$ cat config.mk
export PLATFORM = sky130hd
export DESIGN_NAME = process_control_n
export DESIGN_NICKNAME = d
export VERILOG_FILES = /design/src/rtl/pc_pkg.sv /design/src/rtl/pc_timer.sv /design/src/rtl/process_control_n.sv
export SDC_FILE = /design/constraint.sdc
export NUM_CORES = 1
export LEC_CHECK = 0
export CAP_MARGIN = 10
export CORE_MARGIN = 1.5
export CORE_UTILIZATION = 50
export CTS_BUF_LIST = sky130_fd_sc_hd__clkbuf_4 sky130_fd_sc_hd__clkbuf_8
export CTS_CLUSTER_SIZE = 40
export DETAILED_ROUTE_END_ITERATION = 8
export GPL_TIMING_DRIVEN = 0
export PLACE_DENSITY = 0.8
export SKIP_CTS_REPAIR_TIMING = 1
export SYNTH_ARGS = -nofsm -noshare
export SYNTH_HDL_FRONTEND = slang
export SYNTH_SLANG_ARGS = --single-unit
$ cat constraint.sdc
create_clock -name clk -period 2.85 [get_ports clk]
set_input_delay 0.57 -clock clk [delete_from_list [all_inputs] [get_ports clk]]
set_output_delay 0.57 -clock clk [all_outputs]
set_load 0.02 [all_outputs]
$ cat src/rtl/pc_pkg.sv
// Shared encodings for the session sequencer: FSM states, LCD/LED codes and
// helpers that size the select outputs and the shared timer.
package pc_pkg;

  typedef enum logic [2:0] {
    ST_IDLE    = 3'd0,
    ST_AUTH    = 3'd1,
    ST_MSG     = 3'd2,
    ST_MENU    = 3'd3,
    ST_APP     = 3'd4,
    ST_LOCKOUT = 3'd5
  } pc_state_e;

  localparam logic [2:0] LCD_WELCOME    = 3'd0;
  localparam logic [2:0] LCD_ENTER_PW   = 3'd1;
  localparam logic [2:0] LCD_GRANTED    = 3'd2;
  localparam logic [2:0] LCD_INVALID    = 3'd3;
  localparam logic [2:0] LCD_APP_RUN    = 3'd4;
  localparam logic [2:0] LCD_MENU       = 3'd5;
  localparam logic [2:0] LCD_LOGGED_OUT = 3'd6;
  localparam logic [2:0] LCD_LOCKED     = 3'd7;

  localparam logic [1:0] LED_OFF   = 2'd0;
  localparam logic [1:0] LED_RED   = 2'd1;
  localparam logic [1:0] LED_GREEN = 2'd2;
  localparam logic [1:0] LED_AMBER = 2'd3;

  // buttons_select spans 1..NUM_APPS+2
  function automatic int bsel_w(input int num_apps);
    return $clog2(num_apps + 3);
  endfunction

  // app_select spans 0..NUM_APPS
  function automatic int asel_w(input int num_apps);
    return $clog2(num_apps + 1);
  endfunction

  function automatic int timer_w(input int a, input int b, input int c);
    int m;
    m = a;
    if (b > m) m = b;
    if (c > m) m = c;
    return $clog2(m + 1);
  endfunction

endpackage

$ cat src/rtl/pc_timer.sv
// Loadable down-counter shared by the MSG, MENU and LOCKOUT states.
// Saturates at zero; zero flag is combinational from the count.
module pc_timer #(
  parameter int W = 8
) (
  input  logic         clk,
  input  logic         rst,
  input  logic         load,
  input  logic [W-1:0] value,
  output logic         zero
);

  logic [W-1:0] count_reg;

  always_ff @(posedge clk or negedge rst) begin
    if (!rst) begin
      count_reg <= '0;
    end else if (load) begin
      count_reg <= value;
    end else if (count_reg != '0) begin
      count_reg <= count_reg - 1'b1;
    end
  end

  assign zero = (count_reg == '0);

endmodule

$ cat src/rtl/process_control_n.sv
// Session sequencer: login -> menu -> app flow with message hold, failed-login
// lockout and optional menu idle logout. Outputs are registered decodes of the next state.
module process_control_n
  import pc_pkg::*;
#(
  parameter int NUM_APPS       = 2,
  parameter int MAX_FAILS      = 3,
  parameter int MSG_HOLD       = 25000000,
  parameter int LOCKOUT_CYCLES = 250000000,
  parameter int IDLE_TIMEOUT   = 0
) (
  input  logic                        clk,
  input  logic                        rst,
  input  logic [NUM_APPS:0]           buttons,
  input  logic                        access_control_fb,
  input  logic                        access_control_fail,
  input  logic [NUM_APPS-1:0]         app_done,
  output logic [bsel_w(NUM_APPS)-1:0] buttons_select,
  output logic                        switches_select,
  output logic [asel_w(NUM_APPS)-1:0] app_select,
  output logic [2:0]                  lcd_control,
  output logic [1:0]                  led_control,
  output logic                        access_control_reset
);

  localparam int BSEL_W = bsel_w(NUM_APPS);
  localparam int ASEL_W = asel_w(NUM_APPS);
  localparam int TW     = timer_w(MSG_HOLD, LOCKOUT_CYCLES, IDLE_TIMEOUT);
  localparam int FW     = $clog2(MAX_FAILS + 1);
  localparam bit IDLE_EN = (IDLE_TIMEOUT > 0);
  localparam logic [TW-1:0] LD_MSG  = TW'(MSG_HOLD - 1);
  localparam logic [TW-1:0] LD_LOCK = TW'(LOCKOUT_CYCLES - 1);
  localparam logic [TW-1:0] LD_IDLE = TW'((IDLE_TIMEOUT > 0) ? IDLE_TIMEOUT - 1 : 0);

  pc_state_e         state_reg, state_next;
  pc_state_e         msg_dest_reg, msg_dest_next;
  logic [NUM_APPS:0] btn_q_reg;
  logic [NUM_APPS:0] press;
  logic [FW-1:0]     fail_cnt_reg, fail_cnt_next;
  logic [ASEL_W-1:0] app_id_reg, app_id_next, menu_pick;
  logic [2:0]        msg_lcd_reg, msg_lcd_next;
  logic [1:0]        msg_led_reg, msg_led_next;

  logic [BSEL_W-1:0] bsel_reg, bsel_next;
  logic              swsel_reg, swsel_next;
  logic [ASEL_W-1:0] asel_reg, asel_next;
  logic [2:0]        lcd_reg, lcd_next;
  logic [1:0]        led_reg, led_next;
  logic              acr_reg, acr_next;

  logic              timer_load;
  logic [TW-1:0]     timer_val;
  logic              timer_zero;
  logic [NUM_APPS-1:0] app_active;
  logic              app_finished;

  assign press = buttons & ~btn_q_reg;

  genvar gi;
  generate
    for (gi = 0; gi < NUM_APPS; gi++) begin : g_app
      assign app_active[gi] = (app_id_reg == ASEL_W'(gi + 1));
    end
  endgenerate

  // Only the running app's done flag counts
  assign app_finished = |(app_done & app_active);

  // Ascending scan so the highest-indexed app button wins
  always_comb begin
    menu_pick = '0;
    for (int k = 0; k < NUM_APPS; k++) begin
      if (press[k+1]) menu_pick = ASEL_W'(k + 1);
    end
  end

  pc_timer #(.W(TW)) u_timer (
    .clk   (clk),
    .rst   (rst),
    .load  (timer_load),
    .value (timer_val),
    .zero  (timer_zero)
  );

  always_comb begin
    state_next    = state_reg;
    msg_dest_next = msg_dest_reg;
    fail_cnt_next = fail_cnt_reg;
    app_id_next   = app_id_reg;
    msg_lcd_next  = msg_lcd_reg;
    msg_led_next  = msg_led_reg;
    timer_load    = 1'b0;
    timer_val     = '0;
    acr_next      = 1'b1;

    case (state_reg)
      ST_IDLE: begin
        if (press[0]) state_next = ST_AUTH;
      end
      ST_AUTH: begin
        if (access_control_fb) begin
          fail_cnt_next = '0;
          msg_lcd_next  = LCD_GRANTED;
          msg_led_next  = LED_GREEN;
          msg_dest_next = ST_MENU;
          state_next    = ST_MSG;
          timer_load    = 1'b1;
          timer_val     = LD_MSG;
        end else if (access_control_fail) begin
          if (int'(fail_cnt_reg) + 1 >= MAX_FAILS) begin
            state_next = ST_LOCKOUT;
            timer_load = 1'b1;
            timer_val  = LD_LOCK;
          end else begin
            fail_cnt_next = fail_cnt_reg + 1'b1;
            msg_lcd_next  = LCD_INVALID;
            msg_led_next  = LED_RED;
            msg_dest_next = ST_AUTH;
            state_next    = ST_MSG;
            timer_load    = 1'b1;
            timer_val     = LD_MSG;
          end
        end
      end
      ST_MSG: begin
        if (timer_zero) begin
          state_next = msg_dest_reg;
          timer_load = 1'b1;
          timer_val  = LD_IDLE;
        end
      end
      ST_MENU: begin
        if (menu_pick != '0) begin
          app_id_next = menu_pick;
          state_next  = ST_APP;
        end else if (press[0] || (IDLE_EN && timer_zero)) begin
          acr_next      = 1'b0;
          fail_cnt_next = '0;
          msg_lcd_next  = LCD_LOGGED_OUT;
          msg_led_next  = LED_OFF;
          msg_dest_next = ST_IDLE;
          state_next    = ST_MSG;
          timer_load    = 1'b1;
          timer_val     = LD_MSG;
        end
      end
      ST_APP: begin
        if (app_finished) begin
          app_id_next = '0;
          state_next  = ST_MENU;
          timer_load  = 1'b1;
          timer_val   = LD_IDLE;
        end
      end
      ST_LOCKOUT: begin
        if (timer_zero) begin
          acr_next      = 1'b0;
          fail_cnt_next = '0;
          state_next    = ST_IDLE;
        end
      end
      default: begin
        state_next    = ST_IDLE;
        msg_dest_next = ST_IDLE;
        fail_cnt_next = '0;
        app_id_next   = '0;
      end
    endcase

    bsel_next  = BSEL_W'(1);
    swsel_next = 1'b0;
    asel_next  = '0;
    lcd_next   = LCD_WELCOME;
    led_next   = LED_OFF;
    case (state_next)
      ST_AUTH: begin
        bsel_next  = BSEL_W'(2);
        swsel_next = 1'b1;
        lcd_next   = LCD_ENTER_PW;
        led_next   = LED_RED;
      end
      ST_MSG: begin
        lcd_next = msg_lcd_next;
        led_next = msg_led_next;
      end
      ST_MENU: begin
        lcd_next = LCD_MENU;
        led_next = LED_GREEN;
      end
      ST_APP: begin
        bsel_next = BSEL_W'(int'(app_id_next) + 2);
        asel_next = app_id_next;
        lcd_next  = LCD_APP_RUN;
        led_next  = LED_GREEN;
      end
      ST_LOCKOUT: begin
        lcd_next = LCD_LOCKED;
        led_next = LED_AMBER;
      end
      default: ;
    endcase
  end

  always_ff @(posedge clk or negedge rst) begin
    if (!rst) begin
      state_reg    <= ST_IDLE;
      msg_dest_reg <= ST_IDLE;
      btn_q_reg    <= '1;
      fail_cnt_reg <= '0;
      app_id_reg   <= '0;
      msg_lcd_reg  <= LCD_WELCOME;
      msg_led_reg  <= LED_OFF;
      bsel_reg     <= BSEL_W'(1);
      swsel_reg    <= 1'b0;
      asel_reg     <= '0;
      lcd_reg      <= LCD_WELCOME;
      led_reg      <= LED_OFF;
      acr_reg      <= 1'b1;
    end else begin
      state_reg    <= state_next;
      msg_dest_reg <= msg_dest_next;
      btn_q_reg    <= buttons;
      fail_cnt_reg <= fail_cnt_next;
      app_id_reg   <= app_id_next;
      msg_lcd_reg  <= msg_lcd_next;
      msg_led_reg  <= msg_led_next;
      bsel_reg     <= bsel_next;
      swsel_reg    <= swsel_next;
      asel_reg     <= asel_next;
      lcd_reg      <= lcd_next;
      led_reg      <= led_next;
      acr_reg      <= acr_next;
    end
  end

  assign buttons_select       = bsel_reg;
  assign switches_select      = swsel_reg;
  assign app_select           = asel_reg;
  assign lcd_control          = lcd_reg;
  assign led_control          = led_reg;
  assign access_control_reset = acr_reg;

endmodule
-- Word level (Yosys, flattened, before mapping)
Cells that the tools add are included.
- memories: 0
- bits in latches: 0
- RAM bits: 0
- input port bits: 9
- register bits after elaboration: 58
- memory bits (read-only): 0
- shift-type cells: 0
- eq/ne operators: 17
- bitwise gates (word level): 5
- divide/modulo/power cells: 0
- multiply operators: 0
- add/subtract/negate cells: 4
- reduce and logical (&&, ||, !) cells: 12
- magnitude comparators: 1
- mux-type cells: 64
- operators with widths (operator ; count):
    $mux 28 ; 5
    $mux 3 ; 19
    $pmux 28 s2 ; 1
    $mux 25 ; 2
    $mux 2 ; 15
    $logic_not 28->1 ; 1
    $reduce_bool 28->1 ; 1
    $sub 28x1->28 const B ; 1
    $pmux 3 s6 ; 1
    $pmux 2 s4 ; 2
    $pmux 3 s5 ; 1
    $eq 3x2->1 const B ; 4
    $eq 3x3->1 const B ; 4
    $pmux 3 s2 ; 2
    $mux 1 ; 11
    $pmux 3 s3 ; 1
    $reduce_or 4->1 ; 2
    $eq 3x1->1 const B ; 2
    $ne 2x2->1 const B ; 3
    $ne 3x3->1 const B ; 2
    $pmux 2 s3 ; 1
    $reduce_and 6->1 ; 1
    $reduce_and 5->1 ; 1
    $pmux 1 s4 ; 1
    16 further kinds ; 19

-- Depth between registers and ports, before layout
Gate-level depths: netlist (run 1).
- depth after elaboration: 10
- gate-level depth with buffers: 10
- gate-level depth less buffers: 10

-- Modules after synthesis
A second synthesis (run 1) with hierarchy kept.
- cells, all modules: 338
- area, all modules: 3299.4 um^2
- modules (own cells, without submodules) (module ; cells each ; seq. area each (um^2) ; instances ; area an instance (um^2)):
    pc_timer ; 187 ; 700.7 ; 1 ; 1746.7
    process_control_n ; 151 ; 706.9 ; 1 ; 1552.7

-- Worst setup path before layout (run 1)
Ideal clock, no wire load.
- path type: register to register
- start point: register u_timer.count_reg[0]
- end point: register lcd_reg[2], in the netlist lcd_control[2]
- library setup time: 0.140 ns
- data required time: 2.710 ns
- setup slack: 0.404 ns
- data arrival time: 2.306 ns
- clock period less this slack: 2.446 ns
- cell stages (with the launch flop): 11
- path through: dfrtp_1 -> inv_1 -> ha_1 -> nor3b_1 -> nand4_2 -> or3_4 -> and3_4 -> nor3_2 -> inv_2 -> nor2_1 -> a31oi_1
- word-level cells in the longest chain between the ends: 5
- elaborated cells on any way between the ends: 10
- classes of those cells: eq/ne: 5; mux: 4; reduce/logical: 1
- ends and longest elaborated chain (what ; RTL line ; text):
    from (decl) ; pc_timer.sv:13 ; logic [W-1:0] count_reg;
    from (signal assigned) ; pc_timer.sv:19 ; count_reg <= value;
    from (signal assigned) ; pc_timer.sv:21 ; count_reg <= count_reg - 1'b1;
    $logic_not 28->1 * ; pc_timer.sv:25 ; assign zero = (count_reg == '0);
    $mux 3, on equally long branches ; process_control_n.sv:156, process_control_n.sv:126 ;
    $pmux 3 s6 * ; process_control_n.sv:96 ; case (state_reg)
    via state_next[2] ; process_control_n.sv:35 ; pc_state_e state_reg, state_next;
    $eq 3x3->1, or another cell as far along ; process_control_n.sv:175 ; case (state_next)
    $pmux 3 s5 * ; process_control_n.sv:175 ;
    via lcd_next[2] ; process_control_n.sv:47 ; logic [2:0] lcd_reg, lcd_next;
    to (signal assigned) ; process_control_n.sv:230 ; lcd_reg <= lcd_next;
    to (decl) ; process_control_n.sv:47 ;
Mark *: on every way through the listed nets, which the timed path passes. The rest lies on a longest branch.
A chain may end at the register's enable or synchronous reset.

-- Worst setup path in the final report (run 1)
- start point: input access_control_fb
- end point: register lcd_reg[0], in the netlist lcd_control[0]
- word-level cells in the longest chain between the ends: 4
- elaborated cells on any way between the ends: 10
- classes of those cells: eq/ne: 5; mux: 5
- ends and longest elaborated chain (what ; RTL line ; text):
    from (decl) ; process_control_n.sv:15 ; input logic access_control_fb,
    $mux 3 ; process_control_n.sv:101 ; if (access_control_fb) begin
    $pmux 3 s6 ; process_control_n.sv:96 ;
    $eq 3x3->1, or another cell as far along ; process_control_n.sv:175 ;
    $pmux 3 s5 * ; process_control_n.sv:175 ;
    via lcd_next[0] ; process_control_n.sv:47 ;
Marked as above.

==> results of run 1 <==
[layer usage]
layer  vias up  GRT usage  share of wire
li1       1216          -              -
met1      1301      0.291           0.42
met2        87      0.402           0.50
met3        14     0.0682          0.058
met4         0     0.0845          0.015
met5         -          0              0
[final timing paths]
check	start	to	slack [ps]
setup / recovery	access_control_fb	lcd_control[0]$_DFF_PN0_	130
hold / removal	rst	u_timer.count_reg[25]$_DFFE_PN0P_	250
hold reg to reg	msg_lcd_reg[1]$_DFF_PN0_	msg_lcd_reg[1]$_DFF_PN0_	480
min in group clk	msg_lcd_reg[1]$_DFF_PN0_	msg_lcd_reg[1]$_DFF_PN0_	480
setup reg to reg	u_timer.count_reg[0]$_DFFE_PN0P_	lcd_control[1]$_DFF_PN0_	210
max in group asynchronous	rst	u_timer.count_reg[2]$_DFFE_PN0P_	2020
[cell type report]
class | instances | area (µm²) | share of cell area
multi-input cells | 241 | 1510 | 0.424
flip-flops and latches | 57 | 1430 | 0.403
repair buffers | 22 | 223 | 0.0627
clock buffers | 13 | 160 | 0.0451
well taps | 75 | 93.8 | 0.0264
plain buffers | 11 | 51.3 | 0.0144
inverters | 12 | 45.0 | 0.0127
clock inverters | 3 | 40.0 | 0.0113
[where the power goes]
group / switching [µW] / internal, µW
clock network: 320 / 454
registers: 244 / 1100
logic: 879 / 622
[cells in the mapped netlist (all sizes together) (5+ instances only)]
| master | n | area share |
|---|---|---|
| o21ai | 24 | 0.040 |
| nand3 | 7 | 0.012 |
| xnor2 | 9 | 0.026 |
| clkbuf | 8 | 0.010 |
| or3 | 7 | 0.016 |
| nor2b | 7 | 0.015 |
| dfrtp | 52 | 0.43 |
| a31oi | 5 | 0.010 |
| dfstp | 5 | 0.044 |
| a21oi | 20 | 0.033 |
| nand2 | 26 | 0.033 |
| xor2 | 9 | 0.026 |
| inv | 12 | 0.015 |
| nor4 | 9 | 0.019 |
| nor3 | 20 | 0.042 |
| nor2 | 38 | 0.048 |
[through the flow]
stage	hold slack [ps]	total power (µW)	util	instance area [µm²]	std cells
6_report	246	3620	0.608	3550	434
3_5_place_dp	462	2780	0.565	3300	417
4_1_cts	266	3570	0.599	3500	433
5_1_grt	303	3870	0.608	3550	434
2_1_floorplan	274	2360	-	3000	321
3_3_place_gp	453	2720	0.562	3290	416
[logic make-up after synthesis]
logic type,share of synthesized area
and+or+nand+nor,0.254
AOI/OAI and AO/OA,0.164
DFF,0.478
buffers and inverters,0.0322
xor gates and xnor gates,0.0526
adders and majority gates,0.0125
muxes,0.00710
==> summary.txt, run 1 <==
Outcome
  – Status: finished, final reports clean

GRT
  – Tot GR Track Use: 0.239
  – Vias in the first global route: 2,520
  – GR Overflow Total: 0
  – Initial antenna violation count: 0
  – First-pass GRT wire length: 11,800 µm
  – Largest net degree at the start of global routing: 30

CTS
  – Clock Latency Late Sink: 340 ps
  – CTS tree: done
  – Clock sinks: 57
  – CTS clk-pin slew, worst paths: 70 ps
  – H-tree depth: 3
  – Deepest clock path buffer count: 2
  – Root Driver: clkbuf_8
  – Inserted Clock Buffers: 9

Timing
  – Achievable Freq: 0.368 GHz
  – Worst slew pin tran: 840 ps
  – Worst rel slew slack: 0.437
  – RSZ-0062 raised after global routing: false
  – Final hold vios: 0
  – Crit share post-route: 0.953
  – Setup ws final: 134 ps
  – Setup TNS: 0 ps
  – Min Clock Period, post-route: 2720 ps
  – Slew Limit Fails: 0
  – Clk_skew: 10.1 ps
  – # setup viols final: 0

Die
  – Effective utilization at floorplan: 0.512
  – Die width: about 80 µm
  – Row count: 28
  – Core ar.: 0.00585 mm²
  – DIE HEIGHT: 80.4 µm
  – Die area: 0.00646 mm²
  – IO Count: 21

Cells and area
  – # nets final: 366
  – Max reg flops: 28
  – # diodes: 0
  – Most frequent cells in the layout: dfrtp_1 (52), nor2_1 (37), nand2_1 (26)
  – Layout cells sized above 1: 0.139
  – Most common cell after layout, fill and taps aside: dfrtp_1
  – Synth-to-Final Area Change: 18.7%
  – # fillers: 494

Route
  – Antenna viol nets, final: 0
  – Detailed Route Iter0 Violations: 132
  – Vias: 2,618
  – Drt drc: 0
  – First-pass DRT Iterations: 5
  – Via-to-Cell Ratio: about 6.0
  – Routed WL: roughly 7000 µm
  – DR WL/cell: 16.1 µm

Synthesis
  – Synthesized flop and latch total: 57
  – Syn. warnings: 0
  – Synthesized net count: ~330
  – Number of flops mapped to enable cells by yosys: 0
  – Syn_area_per_cell: 9.33 µm²
  – Seq/Total Area, Yosys: 0.478
  – Post-synth design cell area: 0.00300 mm²
  – Mapped Cells: 321
  – Top_reg_cell synth: dfrtp_1
  – Synth cell types: 57
  – Ys async rst share: 1.00

Setup path
  – Crit Path Class: in2reg
  – CP max FO: 6
  – Crit start category: primary input
  – CP peak stage delay: 590 ps
  – CP max stage cell: clkdlybuf4s50_1
  – CP Capture Type: flip-flop
  – Stages on worst setup path: 8
  – Largest delay share family, worst path: compound AO/OA/AOI/OAI gates
  – CP cell instances: clkdlybuf4s50_1 -> or2_2 -> clkbuf_1 -> nor3_1 -> a211o_1 -> a31oi_1 -> nor2b_2 -> a21bo_2
  – WP data arrival: 2950 ps
  – Bufs and invs on worst path: 2
  – Worst Path Required: 3080 ps
  – Register-to-Register Path Depth: 10

Power
  – Cell Pwr Density: 1020 mW/mm²
  – Worst IR Drop VDD: 586 µV
  – Leakage power total: 0.00152 µW

Place
  – Setup slack at placement: -496 ps
  – Count of buffers from port buffering: 20
  – Dpl hpwl: about 4800 µm
  – GPL Wtd Cong: 0.857

Run
  – Max-cap viol count: 0

Hold path
  – Hold Crit Class: in2async
Power figures use the tool's default switching activity.
==> run 2, diff against run 1 <==
--- a/config.mk
+++ b/config.mk
@@ -5,6 +5,7 @@
 export SDC_FILE = /design/constraint.sdc
 export NUM_CORES = 1
 export LEC_CHECK = 0
+export ABC_AREA = 0
 export CAP_MARGIN = 10
 export CORE_MARGIN = 1.5
 export CORE_UTILIZATION = 50
==> constraint.sdc (replaced) <==
create_clock -name clk -period 2.85 [get_ports clk]
set_input_delay 0.57 -clock clk [delete_from_list [all_inputs] [get_ports clk]]
set_output_delay 0.57 -clock clk [all_outputs]
set_load 0.005 [all_outputs]
==> results of run 2 <==
The final DEF is identical to that of run 1. Status: finished, final reports clean.
Among the figures that moved: total power 3620 µW -> 3560 µW; worst IR drop on VDD 586 µV -> 545 µV
==> run 3, diff against run 2 <==
--- a/config.mk
+++ b/config.mk
@@ -6,15 +6,17 @@
 export NUM_CORES = 1
 export LEC_CHECK = 0
 export ABC_AREA = 0
-export CAP_MARGIN = 10
+export CAP_MARGIN = 20
 export CORE_MARGIN = 1.5
 export CORE_UTILIZATION = 50
 export CTS_BUF_LIST = sky130_fd_sc_hd__clkbuf_4 sky130_fd_sc_hd__clkbuf_8
 export CTS_CLUSTER_SIZE = 40
 export DETAILED_ROUTE_END_ITERATION = 8
 export GPL_TIMING_DRIVEN = 0
-export PLACE_DENSITY = 0.8
+export MAX_ROUTING_LAYER = met4
+export PLACE_DENSITY = 0.79
 export SKIP_CTS_REPAIR_TIMING = 1
 export SYNTH_ARGS = -nofsm -noshare
 export SYNTH_HDL_FRONTEND = slang
+export SYNTH_HIERARCHICAL = 1
 export SYNTH_SLANG_ARGS = --single-unit
==> run 3 against run 2 <==
The run now ends with negative setup slack left. Clock power shrank 41%. Synthesized area grew 10%. Worst hold slack worse by 77 ps. Critical endpoint is now led_control[0]$_DFF_PN0_. Largest power group unchanged. Wire length increased by 30%.
==> summary.txt, run 3 <==
Synthesis
  – Mapped Cells: 338
  – Syn. warnings: 6
  – Ys async rst share: 1.00
  – Synth area leaders: dfrtp_1 (39%), dfstp_2 (4.0%), xnor2_1 (3.7%)
  – Syn_area_per_cell: 9.76 µm²
  – Seq/Total Area, Yosys: 0.427
  – Number of flops mapped to enable cells by yosys: 0
  – Largest area contributor in the netlist: dfrtp_1
  – Post-synth design cell area: 0.00330 mm²
  – Top_reg_cell synth: dfrtp_1
  – Most instantiated library cell after synthesis: dfrtp_1
  – Synth cell types: 76
  – Yosys top cell area share: 0.387
  – Top post-synthesis cells by count: dfrtp_1 (51), nand2_1 (27), nor2_1 (21)
  – Synthesized flop and latch total: 56

CTS
  – CTS tree: done
  – Deepest clock path buffer count: 2
  – Clock Latency Late Sink: 320 ps
  – Root Driver: clkbuf_8
  – CTS clk-pin slew, worst paths: 110 ps
  – H-tree depth: 2
  – Inserted Clock Buffers: 5
  – Clock sinks: 56

Die
  – Die width: between 80 and 90 µm
  – Die area: 0.00710 mm²
  – DIE HEIGHT: 84.2 µm
  – Row count: 29
  – Core ar.: 0.00635 mm²
  – Effective utilization at floorplan: 0.520
  – IO Count: 21

Timing
  – Achievable Freq: roughly 0.32 GHz
  – Worst rel slew slack: 0.440
  – Worst slew pin tran: about 840 ps
  – Final hold vios: 0
  – Setup ws final: -277 ps
  – Clk_skew: approximately 16 ps
  – RSZ-0062 raised after global routing: true
  – Slew Limit Fails: 0
  – Min Clock Period, post-route: 3130 ps
  – # setup viols final: 37
  – Crit share post-route: 1.10

Outcome
  – Failing checks: negative setup slack
  – Status: finished with violations

GRT
  – Initial antenna violation count: 0
  – Vias in the first global route: 2,739
  – First-pass GRT wire length: around 13,000 µm
  – Largest net degree at the start of global routing: just over 40
  – GR Overflow Total: 0
  – Tot GR Track Use: 0.240

Cells and area
  – Most frequent cells in the layout: dfrtp_1 (50), nand2_1 (27), buf_4 (24)
  – Synth-to-Final Area Change: 27.8%
  – Final core occ: 0.664
  – Max reg flops: 28
  – # nets final: 408
  – Fin area: approximately 0.0042 mm²
  – # diodes: 0
  – Layout cells sized above 1: 0.295
  – Most common cell after layout, fill and taps aside: dfrtp_1

Place
  – Setup slack at placement: -611 ps
  – Dpl hpwl: around 5400 µm
  – Placed inst area: between 0.003 and 0.004 mm²
  – Count of buffers from port buffering: 20
  – GPL Wtd Cong: 0.934

Setup path
  – RR Startpoint: u_timer/count_reg[4]$_DFFE_PN0P_
  – CP startpoint: u_timer/count_reg[4]$_DFFE_PN0P_
  – Worst Path Required: between 3000 and 4000 ps
  – Crit Path Class: reg2reg
  – CP Capture Type: flip-flop
  – CP max FO: 6
  – Crit start category: flip-flop
  – WP data arrival: 3380 ps

Power
  – Leakage power total: 0.00171 µW
  – Cell Pwr Density: 1070 mW/mm²
  – Worst IR Drop VDD: 667 µV

Hold path
  – Hold Crit Class: in2async

Route
  – Vias: 2,990
  – DR WL/cell: a little under 20 µm
  – Via-to-Cell Ratio: ~6.3
  – Antenna viol nets, final: 0
  – Drt drc: 0
  – Detailed Route Iter0 Violations: 214
  – Routed WL: 9120 µm
  – First-pass DRT Iterations: 5

Run
  – Max-cap viol count: 0
## run 3: changes by cell type in the layout (fill, tap and decap cells not counted), sizes merged, moves of 6 or more
cell	before	now
a21oi	20	12
buf	6	45
clkbuf	21	8
nor2	38	22
o31ai	0	14
xor2	9	3
## run 3: per-layer routing
layer | vias to the layer above | wire [µm] | GRT usage
met5 | - | 0 | -
met4 | 0 | 252 | 0.0894
met3 | 25 | 469 | 0.0354
met2 | 134 | 4750 | 0.401
met1 | 1486 | 3640 | 0.295
li1 | 1345 | - | -
## run 3: path summary, 6_finish.rpt
path | cells past startpoint | to | slack [ps]
max in group asynchronous | 2 | access_control_reset$_DFF_PN1_ | 2050
max | 11 | led_control[0]$_DFF_PN0_ | -280
min reg2reg | 2 | msg_lcd_reg[1]$_DFF_PN0_ | 490
min | 1 | u_timer/count_reg[23]$_DFFE_PN0P_ | 170
max reg2reg | 11 | led_control[0]$_DFF_PN0_ | -280
min in group clk | 2 | msg_lcd_reg[1]$_DFF_PN0_ | 490
## run 3: layout make-up
cell class	instances	area [µm²]
Buffer	18	198
Clock buffer	5	68.8
Clock inverter	3	22.5
Fill cell	479	2130
Inverter	14	57.6
Multi-Input combinational cell	251	1870
Sequential cell	56	1410
Tap cell	77	96.3
Timing Repair Buffer	49	498
## run 3: logic make-up (layout without fill, tap and decap cells)
logic type      count (synthesis)  count (layout)  share of synthesized area
buf+inv                        33              89                     0.0520
other cells                     1               3                    0.00114
mux                             5               5                     0.0171
compound gates                 91              91                      0.207
xor+xnor                       17              17                     0.0451
simple gates                  131             131                      0.236
fa+ha+maj                       4               4                     0.0152
flops                          56              56                      0.427
## run 3: metrics by stage
stage	hold slack (ps)	total power (µW)	std cells	TNS, ps
after floorplan	274	2870	340	-1060
after global placement	439	3370	437	-44390
after detailed placement	475	3440	438	-19850
after CTS	174	3910	446	-21030
after global routing	195	4760	473	-7340
final	169	4500	473	-4510
## run 3: where the power goes
part	switching [µW]	internal [µW]	total, µW
Combinational	1390	1310	2700
Clock	283	177	460
Sequential	249	1090	1340
## run 3: critical path, stage by stage (launching register included)
cell and delay (ps):
dfrtp_2 470, or4_4 550, nor4_4 400, and3_4 300, buf_12 120, buf_12 110, nor3b_4 50, a41o_1 220
a221o_1 360, buf_6 150, or2_4 230, o21ai_2 100
